--- src/rtl/regarb_pkg.sv ---
// Register-file arbiter shared definitions: op encodings, register codes,
// and the select-to-strobe decode helpers.
package regarb_pkg;

    typedef enum logic [1:0] {
        OP_RD8  = 2'b00,
        OP_WR8  = 2'b01,
        OP_RD16 = 2'b10,
        OP_WR16 = 2'b11
    } op_e;

    localparam logic [2:0] R8_W = 3'd0;
    localparam logic [2:0] R8_Z = 3'd1;
    localparam logic [2:0] R8_B = 3'd2;
    localparam logic [2:0] R8_C = 3'd3;
    localparam logic [2:0] R8_D = 3'd4;
    localparam logic [2:0] R8_E = 3'd5;
    localparam logic [2:0] R8_H = 3'd6;
    localparam logic [2:0] R8_L = 3'd7;

    localparam logic [2:0] R16_WZ = 3'd0;
    localparam logic [2:0] R16_BC = 3'd1;
    localparam logic [2:0] R16_DE = 3'd2;
    localparam logic [2:0] R16_HL = 3'd3;
    localparam logic [2:0] R16_SP = 3'd4;
    localparam logic [2:0] R16_PC = 3'd5;

    function automatic logic is_op16(input op_e op);
        return op == OP_RD16 || op == OP_WR16;
    endfunction

    function automatic logic sel16_legal(input logic [2:0] sel);
        return sel <= R16_PC;
    endfunction

    function automatic logic [7:0] strobe8(input logic [2:0] sel);
        return 8'b1 << sel;
    endfunction

    function automatic logic [5:0] strobe16(input logic [2:0] sel);
        return sel16_legal(sel) ? (6'b1 << sel) : 6'b0;
    endfunction

endpackage

--- src/rtl/rr_priority_picker.sv ---
// Round-robin pick: first requester strictly after the pointer, wrapping,
// returned as a one-hot grant plus its index.
module rr_priority_picker #(
    parameter int N  = 3,
    parameter int IW = 2
) (
    input  logic [N-1:0]  req_i,
    input  logic [IW-1:0] ptr_i,
    output logic [N-1:0]  gnt_o,
    output logic [IW-1:0] id_o
);

    int idx;

    // Walk from the farthest slot back to the nearest so the nearest wins.
    always_comb begin
        gnt_o = '0;
        id_o  = '0;
        idx   = 0;
        for (int k = N; k >= 1; k--) begin
            idx = (int'(ptr_i) + k) % N;
            if (req_i[idx]) begin
                gnt_o      = '0;
                gnt_o[idx] = 1'b1;
                id_o       = IW'(idx);
            end
        end
    end

endmodule

--- src/rtl/reg_file_arbiter.sv ---
// Round-robin arbiter sharing the CPU register file between requesters.
// Optional grant locking for atomic sequences: define REGARB_LOCK_EN.
module reg_file_arbiter
    import regarb_pkg::*;
#(
    parameter int NUM_REQ = 3
) (
    input  logic                    i_Clk,
    input  logic                    i_Rst_n,
    input  logic                    i_Enable,
    input  logic [NUM_REQ-1:0]      i_Req_Valid,
    output logic [NUM_REQ-1:0]      o_Req_Ready,
    input  logic [2*NUM_REQ-1:0]    i_Req_Op,
    input  logic [3*NUM_REQ-1:0]    i_Req_Sel,
    input  logic [16*NUM_REQ-1:0]   i_Req_Data,
    input  logic [NUM_REQ-1:0]      i_Req_Lock,
    output logic [7:0]              o_Read8,
    output logic [7:0]              o_Write8,
    output logic [5:0]              o_Read16,
    output logic [5:0]              o_Write16,
    output logic [7:0]              o_Bus8,
    input  logic [7:0]              i_Bus8,
    output logic [15:0]             o_Bus16,
    input  logic [15:0]             i_Bus16,
    output logic [NUM_REQ-1:0]      o_Rsp_Valid,
    output logic [15:0]             o_Rsp_Data,
    output logic                    o_Rsp_Err
);

    localparam int ID_W = (NUM_REQ > 1) ? $clog2(NUM_REQ) : 1;

    logic [ID_W-1:0]    ptr_q;
    logic [NUM_REQ-1:0] pick_gnt;
    logic [ID_W-1:0]    pick_id;
    logic [NUM_REQ-1:0] gnt;
    logic [ID_W-1:0]    gnt_id;
    logic               accept;

    rr_priority_picker #(
        .N  (NUM_REQ),
        .IW (ID_W)
    ) u_pick (
        .req_i (i_Req_Valid),
        .ptr_i (ptr_q),
        .gnt_o (pick_gnt),
        .id_o  (pick_id)
    );

`ifdef REGARB_LOCK_EN
    logic            lock_q;
    logic [ID_W-1:0] lock_id_q;
    logic            lock_hold;

    assign lock_hold = lock_q && i_Req_Valid[lock_id_q];

    always_comb begin
        gnt    = pick_gnt;
        gnt_id = pick_id;
        if (lock_hold) begin
            gnt            = '0;
            gnt[lock_id_q] = 1'b1;
            gnt_id         = lock_id_q;
        end
    end

    // Lock drops on an unlocked accept or when the holder withdraws valid.
    always_ff @(posedge i_Clk or negedge i_Rst_n) begin
        if (!i_Rst_n) begin
            lock_q    <= 1'b0;
            lock_id_q <= '0;
        end else if (i_Enable) begin
            if (accept) begin
                lock_q    <= i_Req_Lock[gnt_id];
                lock_id_q <= gnt_id;
            end else if (lock_q && !lock_hold) begin
                lock_q <= 1'b0;
            end
        end
    end
`else
    logic unused_lock;
    assign unused_lock = ^i_Req_Lock;
    assign gnt    = pick_gnt;
    assign gnt_id = pick_id;
`endif

    assign o_Req_Ready = i_Enable ? gnt : '0;
    assign accept      = |o_Req_Ready;

    op_e         a_op;
    logic [2:0]  a_sel;
    logic [15:0] a_data;
    logic        a_err;

    assign a_op   = op_e'(i_Req_Op[int'(gnt_id)*2 +: 2]);
    assign a_sel  = i_Req_Sel[int'(gnt_id)*3 +: 3];
    assign a_data = i_Req_Data[int'(gnt_id)*16 +: 16];
    assign a_err  = is_op16(a_op) && !sel16_legal(a_sel);

    logic            b_valid_q, b_valid_d;
    logic [ID_W-1:0] b_id_q, b_id_d;
    op_e             b_op_q, b_op_d;
    logic            b_err_q, b_err_d;
    logic [7:0]      r8_q, r8_d, w8_q, w8_d, bus8_q, bus8_d;
    logic [5:0]      r16_q, r16_d, w16_q, w16_d;
    logic [15:0]     bus16_q, bus16_d;

    always_comb begin
        b_valid_d = accept;
        b_id_d    = gnt_id;
        b_op_d    = a_op;
        b_err_d   = accept && a_err;
        r8_d      = '0;
        w8_d      = '0;
        r16_d     = '0;
        w16_d     = '0;
        bus8_d    = '0;
        bus16_d   = '0;
        if (accept) begin
            unique case (a_op)
                OP_RD8:  r8_d = strobe8(a_sel);
                OP_WR8: begin
                    w8_d   = strobe8(a_sel);
                    bus8_d = a_data[7:0];
                end
                OP_RD16: r16_d = strobe16(a_sel);
                OP_WR16: begin
                    w16_d   = strobe16(a_sel);
                    bus16_d = a_err ? 16'h0 : a_data;
                end
            endcase
        end
    end

    logic [NUM_REQ-1:0] rsp_valid_q, rsp_valid_d;
    logic [15:0]        rsp_data_q, rsp_data_d;
    logic               rsp_err_q, rsp_err_d;

    // Read data is sampled off the file buses while stage B strobes are live.
    always_comb begin
        rsp_valid_d         = '0;
        rsp_valid_d[b_id_q] = b_valid_q;
        rsp_err_d           = b_valid_q && b_err_q;
        rsp_data_d          = '0;
        if (b_valid_q && !b_err_q) begin
            if (b_op_q == OP_RD8) rsp_data_d = {8'h00, i_Bus8};
            if (b_op_q == OP_RD16) rsp_data_d = i_Bus16;
        end
    end

    always_ff @(posedge i_Clk or negedge i_Rst_n) begin
        if (!i_Rst_n) begin
            ptr_q       <= ID_W'(NUM_REQ - 1);
            b_valid_q   <= 1'b0;
            b_id_q      <= '0;
            b_op_q      <= OP_RD8;
            b_err_q     <= 1'b0;
            r8_q        <= '0;
            w8_q        <= '0;
            r16_q       <= '0;
            w16_q       <= '0;
            bus8_q      <= '0;
            bus16_q     <= '0;
            rsp_valid_q <= '0;
            rsp_data_q  <= '0;
            rsp_err_q   <= 1'b0;
        end else if (i_Enable) begin
            if (accept) ptr_q <= gnt_id;
            b_valid_q   <= b_valid_d;
            b_id_q      <= b_id_d;
            b_op_q      <= b_op_d;
            b_err_q     <= b_err_d;
            r8_q        <= r8_d;
            w8_q        <= w8_d;
            r16_q       <= r16_d;
            w16_q       <= w16_d;
            bus8_q      <= bus8_d;
            bus16_q     <= bus16_d;
            rsp_valid_q <= rsp_valid_d;
            rsp_data_q  <= rsp_data_d;
            rsp_err_q   <= rsp_err_d;
        end
    end

    assign o_Read8     = r8_q;
    assign o_Write8    = w8_q;
    assign o_Read16    = r16_q;
    assign o_Write16   = w16_q;
    assign o_Bus8      = bus8_q;
    assign o_Bus16     = bus16_q;
    assign o_Rsp_Valid = rsp_valid_q;
    assign o_Rsp_Data  = rsp_data_q;
    assign o_Rsp_Err   = rsp_err_q;

endmodule

--- config.mk ---
export PLATFORM = sky130hd
export DESIGN_NAME = reg_file_arbiter
export DESIGN_NICKNAME = d
export VERILOG_FILES = /design/src/rtl/regarb_pkg.sv /design/src/rtl/rr_priority_picker.sv /design/src/rtl/reg_file_arbiter.sv
export SDC_FILE = /design/constraint.sdc
export NUM_CORES = 1
export LEC_CHECK = 0
export ABC_CLOCK_PERIOD_IN_PS = 3200
export CAP_MARGIN = 20
export CELL_PAD_IN_SITES_DETAIL_PLACEMENT = 1
export CELL_PAD_IN_SITES_GLOBAL_PLACEMENT = 1
export CORE_MARGIN = 2
export CORE_UTILIZATION = 29
export CTS_CLUSTER_DIAMETER = 150
export CTS_CLUSTER_SIZE = 10
export DETAILED_ROUTE_END_ITERATION = 10
export GPL_TIMING_DRIVEN = 0
export HOLD_SLACK_MARGIN = 0.06
export PLACE_DENSITY = 0.84
export SYNTH_ARGS = -nofsm -noshare
export SYNTH_HDL_FRONTEND = slang
export SYNTH_SLANG_ARGS = --single-unit
--- constraint.sdc ---
create_clock -name i_Clk -period 3.2 [get_ports i_Clk]
set_clock_uncertainty 0.05 [all_clocks]
set_input_delay 0.96 -clock i_Clk [delete_from_list [all_inputs] [get_ports i_Clk]]
set_output_delay 0.96 -clock i_Clk [all_outputs]
set_load 0.02 [all_outputs]
Word-level counts from Yosys, hierarchy flattened
Cells that the tools add are included.
{"block": "op_classes", "eq_ne": 4, "reduce_logical": 15, "div_mod_pow": 3, "bitwise": 1, "n_shift": 5, "addsub": 3, "mul": 1, "magnitude_cmp": 9, "n_mux": 41}
{"op": "$ge A32 B1 Y1 const B", "n": 3}
{"op": "$lt A32 B4 Y1 const B", "n": 3}
{"op": "$mod A32 B3 Y32 const B", "n": 3}
{"op": "$mux W16", "n": 5}
{"op": "$mux W8", "n": 7}
{"op": "$shiftx A48 B7 Y16", "n": 1}
{"op": "$mux W6", "n": 5}
{"op": "$mux W3", "n": 4}
{"op": "$mux W1", "n": 10}
{"op": "$shiftx A9 B5 Y3", "n": 1}
{"op": "$demux W1 S2", "n": 4}
{"op": "$logic_and A1 B1 Y1", "n": 8}
{"op": "$shl A1 B3 Y8 const A", "n": 1}
{"op": "$add A2 B2 Y3 const B", "n": 2}
{"op": "$bmux W1 S2", "n": 3}
{"op": "$eq A2 B2 Y1 const B", "n": 3}
{"op": "$mux W2", "n": 3}
{"op": "$shiftx A6 B4 Y2", "n": 1}
{"op": "$shl A1 B3 Y6 const A", "n": 1}
{"op": "$logic_not A2 Y1", "n": 2}
{"op": "$mul A2 B2 Y4 const B", "n": 1}
{"op": "$add A2 B1 Y3 const B", "n": 1}
{"op": "$and A3 B3 Y3", "n": 1}
{"op": "$le A3 B3 Y1 const B", "n": 1}
{"op": "7 further kinds", "n": 8}
{"block": "totals", "mem_bits_ro": 0, "mem_count": 0, "ram_bits": 0, "in_bits": 96, "elab_cells": 96, "ff_bits": 80, "latch_bits": 0, "output_inout_bits": 75}

Logic depth before layout (Yosys ltp)
{"block": "logic_depth", "word_depth": 16, "mapped_depth": 12, "depth_no_buf": 9}

By module
A second synthesis with hierarchy kept.
{"block": "hier_totals", "cells_unflattened": 318, "hier_area_um2": 4017.6}
{"module": "reg_file_arbiter", "seq_area_each_um2": 2003.2, "area_each_um2": 3762.4, "n_inst": 1, "cells_per_inst": 284}
{"module": "rr_priority_picker", "seq_area_each_um2": 0.0, "area_each_um2": 255.2, "n_inst": 1, "cells_per_inst": 34}

Worst setup path before layout
Ideal clock, no wire load.
{"block": "synth_timing", "path_type": "input -> output", "startpoint": "input i_Req_Valid[0]", "endpoint": "output o_Req_Ready[2]", "t_required_ns": 2.190, "arrival_time_ns": 2.295, "setup_slack_ns": -0.105, "path_buffers": 2, "stages": 6, "cell_sequence": "nor2b_1 o21ai_0 nand3_1 clkbuf_1 clkbuf_1 nor2_1"}
{"block": "synth_between", "elab_chain_len": 7, "elab_cells_between_ends": 13, "classes_between": "mux: 13"}
{"element": "start: declaration", "line": "reg_file_arbiter.sv:11", "source": "input logic [NUM_REQ-1:0] i_Req_Valid,"}
{"element": "$bmux W1 S2", "line": "rr_priority_picker.sv:22", "source": "if (req_i[idx]) begin"}
{"element": "$mux W1 (not written as such) (2 in a row)", "line": "rr_priority_picker.sv:22"}
{"element": "$mux W3 (2 in a row)", "line": "rr_priority_picker.sv:22"}
{"element": "$mux W3 (*)", "line": "rr_priority_picker.sv:22"}
{"element": "$mux W3 (*)", "line": "reg_file_arbiter.sv:87", "source": "assign o_Req_Ready = i_Enable ? gnt : '0;"}
{"element": "end: declaration", "line": "reg_file_arbiter.sv:12", "source": "output logic [NUM_REQ-1:0] o_Req_Ready,"}
Mark *: on every way between the ends. The rest lies on a longest branch, timed or not. The select of a mux whose other input is x is not followed.

Final worst setup path
{"block": "layout_timing", "startpoint": "register ptr_q[1]", "endpoint": "output o_Req_Ready[1]"}
{"block": "layout_between", "elab_chain_len": 10, "elab_cells_between_ends": 34, "classes_between": "add/sub: 3; div: 3; order compare: 6; mux: 19; reduce/logical: 3"}
{"element": "start: declaration", "line": "reg_file_arbiter.sv:32", "source": "logic [ID_W-1:0] ptr_q;"}
{"element": "start signal: assignment", "line": "reg_file_arbiter.sv:153", "source": "ptr_q <= ID_W'(NUM_REQ - 1);"}
{"element": "start signal: assignment", "line": "reg_file_arbiter.sv:168", "source": "if (accept) ptr_q <= gnt_id;"}
{"element": "$add A2 B2 Y3", "line": "rr_priority_picker.sv:21", "source": "idx = (int'(ptr_i) + k) % N;"}
{"element": "$mod A32 B3 Y32", "line": "rr_priority_picker.sv:21"}
{"element": "$ge A32 B1 Y1 (not written as such) / $lt A32 B4 Y1 (equally long branches)", "line": "rr_priority_picker.sv:24", "source": "gnt_o[idx] = 1'b1;"}
{"element": "$logic_and A1 B1 Y1 (not written as such)", "line": "rr_priority_picker.sv:24"}
{"element": "$mux W1 (not written as such)", "line": "rr_priority_picker.sv:24"}
{"element": "$demux W1 S2"}
{"element": "$mux W3 (2 in a row)", "line": "rr_priority_picker.sv:22"}
{"element": "$mux W3 (*)", "line": "rr_priority_picker.sv:22"}
{"element": "$mux W3 (*)", "line": "reg_file_arbiter.sv:87"}
Marks and branches as above.

==> results.txt <==
The synthesized instance count is 332. The share of synthesized area occupied by flip-flops and latches came out at 0.5086. The total clock buffers created by CTS came out at 9.

The number of buffers on the longest clock path is 2. After floorplanning, the core was sized to cover 13,240 um^2. For this design the top-level I/O count stands at 171. The final setup slack of the worst path came out at -0.05019 ns. The DRC violations left came out at 0. The overall die area is 14,530 um^2. After detailed placement, the design holds a cell count of 676. The cell area after placement is 5859 um^2. The cell chosen for the clock root is sky130_fd_sc_hd__clkbuf_16. The diode insertion count for antenna repair is 0. The standard cell with the maximum stage delay on the critical path is sky130_fd_sc_hd__dfstp_2. Static timing analysis puts the maximum clock frequency at 307.7 MHz. The largest fanout on the critical path is 3. Dividing the detail-routed wire length by the instance count gives 20.82 um. The number of buffers inserted by port buffering is 167. The synthesized netlist occupies a cell area of 3939 um^2. The setup-violating endpoint count in the final report came out at 1. The number of nets in the synthesized netlist came out at 432.

The power per standard cell area is 998.3 nW/um^2. The clock reaches the later pin of the worst-skew pair after 0.33 ns. The via count of the first global-routing pass came out at 4,044. The number of stages on the worst hold path is 1. STA puts the critical path data arrival time at 2.24 ns. Broken down by cell family, the worst path's largest delay share belongs to flip-flops. The register cell area after layout came out at 2003 um^2. The multi-input combinational cells in the finished layout cover a total of 2027 um^2. The count of state elements after synthesis is 80.

Once layout is done, the placed cells without fillers occupy 6575 um^2. The data required time of the worst path is 2.19 ns. At the placement stage, the worst setup path has a slack of -1.476 ns. In this run, post-CTS hold repair placed 0 buffers. The global-route congestion overflow total came out at 0.

The most critical setup path has its endpoint at o_Req_Ready[1]. The run finished, with violations left. The count of nets left with antenna violations once routing finished came out at 0. Detailed placement finished with a half-perimeter wire length of 10,670 um. The initial antenna violation count is 0. The floorplan step set the die height to 120.5 um. The count of yosys warnings during synthesis is 0. The fraction of registers with async set/reset came out at 1.000.

The register share of total power came out at 0.237. Counting flops with a built-in enable in the synthesized netlist gives 0. The area overhead of the layout relative to synthesis is 66.93%. Measured along the x axis, the die boundary spans 120.5 um. The vias after detailed routing is 3,603. The worst-case hold slack came out at 0.4358 ns. The clock sink total came out at 80.

The first-pass GRT wire length is 22,790 um. The net switching power came out at 2.838 mW. After clock tree synthesis, the clock-pin slew on the worst setup and hold paths is 0.07 ns. The slew at the pin closest to its max-slew limit came out at 0.6968 ns. The number of library cell types mapped by synthesis is 56. For this run, the number of standard cells in the final layout without fillers is 709. The kind of path behind the tightest hold check is reg -> reg. The worst register-to-register path ends at o_Write16[4]$_DFFE_PN0P_. The number of buffer and inverter instances along the worst setup path is 1. The cell count of the worst reg-to-reg path came out at 10. Walking the worst path, the cells encountered are ha_2 > and2b_2 > a31o_1 > a311oi_4 > nor3_2 > buf_4. The length of the first detailed-routing pass in iterations is 4. After filler insertion, the fill cell instance count of the layout stands at 1,406. The share of power burned in the clock network came out at 0.153.

The number of pins with negative max-slew slack in the final report was 0. The post-route clock period utilization came out at 1.016. The per-instance average area after synthesis came out at 11.86 um^2.

The most critical setup path has its startpoint at ptr_q[1]$_DFFE_PN1P_. The combinational fraction of design power came out at 0.611. The layout cell share with drive strength beyond 1 is 0.2214.

The total count of hold-check failures in the final report was 0. The delay contributed by the slowest stage of the critical path came out at 0.59 ns. The leakage power summed over all cells is 2.672 nW. The congestion estimate from routability-driven global placement came to 0.8041. Setup repair after global routing could not meet its margin everywhere. The worst setup path is captured at a primary output. The number of DRC violations after detailed-routing iteration 0 came out at 112. For this run, the total global-route usage over all layers was measured as 0.2028. The cell count along the critical path came out at 6.

In the synthesized netlist the dominant register cell turns out to be sky130_fd_sc_hd__dfrtp_1. The row count came out at 42. The worst register-to-register path begins at ptr_q[1]$_DFFE_PN1P_. The pin count of the biggest net entering global routing came out at 51. The final layout contains routed wiring with a total length of 14,760 um. The initial cell density of the core came out at 0.2974. The final reports fail on setup timing. The worst-case register-to-register setup slack is 0.10 ns. The critical path is of the reg -> out type. The internal portion of the total power is 3.726 mW.

The max-capacitance violation count is 0. The worst setup path is launched from a register. The average via count per standard cell came out at 5.082. The remaining max-slew budget at the tightest pin came out at 0.5355.

The H-tree was split into 3 levels. The clock period minus final worst setup slack came out at 3.250 ns. The maximum VDD drop came out at 0.4050 mV. The net count of the finished layout is 628.

The switching part of the total came out at 0.4323. TritonCTS built the clock tree.
cells by family (layout without fill, tap and decap cells):
logic type,count (synthesis),in the layout,synth area share
AO/OA/AOI/OAI,127,127,0.2738
adder cells (fa/ha/maj),4,4,0.01271
buffers and inverters,33,234,0.04034
flip-flops,80,80,0.5086
multiplexers,33,33,0.09212
AND/OR/NAND/NOR,55,55,0.07243
flip-flops by register name, indices dropped and copies added, names as in the netlist:
| signal | flops |
|---|---|
| o_Read16 | 6 |
| b_id_q | 2 |
| o_Write16 | 6 |
| b_op_q | 2 |
| o_Rsp_Err | 1 |
| b_valid_q | 1 |
| ptr_q | 2 |
| b_err_q | 1 |
| o_Rsp_Valid | 3 |
| o_Write8 | 8 |
| o_Bus8 | 8 |
| o_Read8 | 8 |
| o_Bus16 | 16 |
| o_Rsp_Data | 16 |
metal layers:
layer	GRT usage	share of wire	wire (um)
met1	0.2550	0.43	6323
met2	0.3556	0.50	7406
met3	0.04623	0.054	803
met4	0.04360	0.016	229
met5	0	0	0
worst register-to-register path, stage by stage, from the launching register on:
cell and delay (ns):
sky130_fd_sc_hd__dfstp_2 0.59, sky130_fd_sc_hd__ha_2 0.24, sky130_fd_sc_hd__and2b_2 0.27, sky130_fd_sc_hd__a31o_1 0.26
sky130_fd_sc_hd__a311oi_4 0.31, sky130_fd_sc_hd__buf_6 0.21, sky130_fd_sc_hd__o21ai_1 0.14, sky130_fd_sc_hd__a21oi_4 0.31
sky130_fd_sc_hd__buf_4 0.17, sky130_fd_sc_hd__nand3_1 0.23, sky130_fd_sc_hd__o2bb2ai_1 0.23
per-stage QoR:
| stage | power [mW] | utilization | setup TNS [ns] |
|---|---|---|---|
| 3_3_place_gp | 4.755 | 0.4406 | -165.11 |
| 5_1_grt | 6.955 | 0.4965 | -0.4721 |
| 3_5_place_dp | 4.872 | 0.4425 | -40.92 |
| 2_1_floorplan | 3.542 | - | 0 |
| 6_report | 6.564 | 0.4965 | -0.05019 |
| 4_1_cts | 6.278 | 0.4815 | -0.1303 |
final cells by class:
class                           count  share of cell area
Tap cell                          176             0.03349
Inverter                           10            0.006280
Clock buffer                       10             0.03635
Multi-Input combinational cell    219              0.3083
Buffer                             22             0.02607
Sequential cell                    80              0.3047
Clock inverter                      6            0.007612
Timing Repair Buffer              186              0.2773
power by group through the flow:
| stage | sequential (mW) | combinational (mW) | clock, mW |
|---|---|---|---|
| finish | 1.55 | 4.01 | 1.00 |
| global placement | 1.54 | 3.21 | 0 |
| CTS | 1.55 | 3.71 | 1.02 |
| floorplan | 1.88 | 1.67 | 0 |
| detailed placement | 1.56 | 3.31 | 0 |
| global route | 1.60 | 4.29 | 1.07 |
worst min path at each step:
stage	from	to	slack (ns)
CTS	o_Bus16[2]$_DFFE_PN0P_	o_Bus16[2]$_DFFE_PN0P_	0.44
finish	o_Bus16[2]$_DFFE_PN0P_	o_Bus16[2]$_DFFE_PN0P_	0.44
global route	o_Write8[2]$_DFFE_PN0P_	o_Write8[2]$_DFFE_PN0P_	0.46
global placement	o_Bus8[4]$_DFFE_PN0P_	o_Bus8[4]$_DFFE_PN0P_	0.42
detailed placement	o_Write8[6]$_DFFE_PN0P_	o_Write8[6]$_DFFE_PN0P_	0.42
floorplan	b_op_q[0]$_DFFE_PN0P_	b_op_q[0]$_DFFE_PN0P_	0.42
Yosys cell counts, drive strengths merged, types with 5 or more instances:
library cell | n | area, um^2
nor2 | 8 | 37.54
clkbuf | 12 | 45.04
mux2i | 23 | 246.5
buf | 11 | 76.32
dfrtp | 79 | 1977
nand2 | 24 | 90.09
o2111ai | 5 | 50.04
o2bb2ai | 66 | 628.1
a21oi | 18 | 97.60
inv | 10 | 37.53
mux2 | 10 | 116.4
a22o | 8 | 70.07
nand3 | 6 | 30.03
o21ai | 14 | 77.58
cell usage in the layout, fill, tap and decap left out, types with 4 or more instances in the layout:
master                              n
sky130_fd_sc_hd__a21oi_1           16
sky130_fd_sc_hd__a22o_1             8
sky130_fd_sc_hd__buf_4             21
sky130_fd_sc_hd__buf_6              7
sky130_fd_sc_hd__clkbuf_1           7
sky130_fd_sc_hd__clkbuf_16         10
sky130_fd_sc_hd__clkdlybuf4s50_1  159
sky130_fd_sc_hd__dfrtp_1           79
sky130_fd_sc_hd__inv_1              6
sky130_fd_sc_hd__mux2_2             9
sky130_fd_sc_hd__mux2i_1           17
sky130_fd_sc_hd__mux2i_4            5
sky130_fd_sc_hd__nand2_1           23
sky130_fd_sc_hd__nor2_1             4
sky130_fd_sc_hd__o21ai_0            8
sky130_fd_sc_hd__o2bb2ai_1         56
sky130_fd_sc_hd__o2bb2ai_2          9
timing repair:
| item | CTS | global route |
|---|---|---|
| setup buffers | 7 | 11 |
| pin swaps | 6 | 11 |
| resized for setup | 73 | 25 |
| endpoints found under the setup margin | 56 | 47 |
(Power assumes the default switching activity.)
==> RTL change, RTL diff (same settings) <==
The option `REGARB_LOCK_EN` is turned on by a define.
--- a/src/rtl/reg_file_arbiter.sv
+++ b/src/rtl/reg_file_arbiter.sv
@@ -2,2 +2,4 @@
 // Optional grant locking for atomic sequences: define REGARB_LOCK_EN.
+`define REGARB_LOCK_EN
+
 module reg_file_arbiter
Function: changed (a bounded check fails within 4 cycles, from zero or initial values and one cycle with i_Rst_n low).
==> RTL change against the unedited design <==
The run still ends with setup timing left. Global-route usage up 2.0 points. Die area is 4.3% higher. Sequential cell count increased by 2. Combinational power up 37%. Total power increased by 29%. Via count grew 15%. Cell area grew 17%. Routed wire length is 28% higher. Count of clock-buffer cells in the layout fell by 1. Synthesized area is 4.5% higher. Setup slack worse by 430 ps.
==> RTL change: results <==
metrics = {
    "run_status": {
        "status": "complete, but fails checks",
        "violations": "setup timing",
    },
    "setup_path": {
        "start_kind": "register",
        "crit_family": "buffers and inverters",
        "crit_slowest_cell": "dfstp_2",
        "max_stage_delay_ps": 590,
        "crit_fanout": 7,
        "arrival_ps": 2670,
        "r2r_start": "ptr_q[1]",
    },
    "final_layout": {
        "register_area_um2": 2054,
        "fin_nets": 693,
        "inverters_excl_clock": 12,
        "nMultiInputCombCells": 252,
        "multi_input_area_um2": 2734,
        "clk_share": 0.04541,
        "layout-drive-gt1-share": 0.2993,
        "fin_util": 0.5558,
        "fillers": 1413,
        "non_clock_buffer_count": 236,
        "bufAreaShareNonClock": 0.2976,
    },
    "global_route": {
        "grt_max_degree": 67,
        "grt_first_pass_wirelength_mm": 25.85,
        "use_met2": 0.3984,
        "met1_usage": 0.2726,
        "grt_usage": 0.2232,
        "antenna_found_initial": 0,
        "grt_pass1_vias": 4546,
        "grt_use_met3": 0.04520,
    },
    "place": {
        "io_buffers": 168,
        "gp_congestion": 0.7751,
        "dp_cells": 722,
        "dpl.hpwl_mm": 11.24,
        "post-place-ws_ps": -1423,
        "place_area_um2": 6102,
    },
    "cts": {
        "htreeDepth": 3,
        "post-cts-setup-buffers": 30,
        "clkLatencyLatePin_ps": 350,
        "ctsResizeCount": 105,
        "cts_sinks": 82,
        "cts_buffers": 9,
    },
    "sta": {
        "layout_setup_ws_ps": -481.6,
        "fin_tns_setup_ps": -16780,
        "slew_headroom": 0.3034,
        "finalSetupViolCount": 60,
    },
    "yosys": {
        "synth_fp_nets": 473,
        "ys_top_cells_by_count": "dfrtp_1, o2bb2ai_1, a21oi_1, nand2_1, mux2i_1",
        "avgSynthCellArea_um2": 11.03,
        "synth_area_leaders": "dfrtp_1, o2bb2ai_1, mux2i_1",
        "synth.distinct_cells": 46,
        "ys_seq_area_frac": 0.4989,
        "post-synth-top-area-fraction": 0.4926,
    },
    "drt": {
        "vias_per_cell": 5.330,
        "routed-via-count": 4147,
        "drt-wirelength-per-cell_um": 24.36,
        "drtIter0Drc": 142,
    },
    "pwr": {
        "p_leak_nw": 3.107,
        "p_switching_mw": 3.755,
        "vdd_drop_max_uv": 444.0,
    },
    "hold_path": {
        "hold_path.class": "primary input to asynchronous set/reset pin",
    },
    "floorplanning": {
        "fp.dieW_um": 123.1,
    },
}
[RTL change: changes by cell type after synthesis, moves of 4 or more]
| cell | delta |
|---|---|
| o2bb2ai_1 | -5 |
| clkbuf_1 | +4 |
| o2bb2ai_2 | +4 |
| mux2_2 | -7 |
| a21oi_1 | +16 |
| nand2b_1 | +6 |
| mux2i_1 | +6 |
| nand2_1 | +5 |
| nand3_1 | +5 |
| nor2_1 | +7 |
| o2111ai_1 | -4 |
[RTL change: logic make-up (layout without fill, tap and decap cells)]
family	Yosys count	after routing	share of synthesized area
buffers and inverters	40	264	0.04378
adder cells (fa/ha/maj)	4	4	0.01216
multiplexers	29	29	0.07115
flip-flops	82	82	0.4989
AO/OA/AOI/OAI	138	138	0.2782
AND/OR/NAND/NOR	80	81	0.09577
[RTL change: power groups by stage]
| stage | Clock [mW] | Combinational (mW) | Sequential, mW |
|---|---|---|---|
| 6_report | 1.25 | 5.50 | 1.71 |
| 5_1_grt | 1.30 | 5.79 | 1.74 |
| 2_1_floorplan | 0 | 1.82 | 1.93 |
| 4_1_cts | 1.23 | 4.58 | 1.63 |
| 3_3_place_gp | 0 | 3.41 | 1.61 |
| 3_5_place_dp | 0 | 3.53 | 1.63 |
[RTL change: metal layers]
metal  wire length, um  share of wire  vias up
met5                 0              0        -
met4               479          0.025        0
met3               926          0.049       36
met2             10050           0.53      127
met1              7492           0.40     2142
li1                  -              -     1842
[RTL change: worst paths after layout]
check | endpoint | slack [ps] | depth (start not counted)
max in group asynchronous | ptr_q[1] | 2020 | 2
hold / removal | o_Rsp_Data[8] | 430 | 1
setup reg to reg | o_Bus16[1] | -380 | 17
min in group i_Clk | o_Bus8[5] | 450 | 1
setup / recovery | o_Req_Ready[2] | -480 | 13
hold reg to reg | o_Bus8[5] | 450 | 1
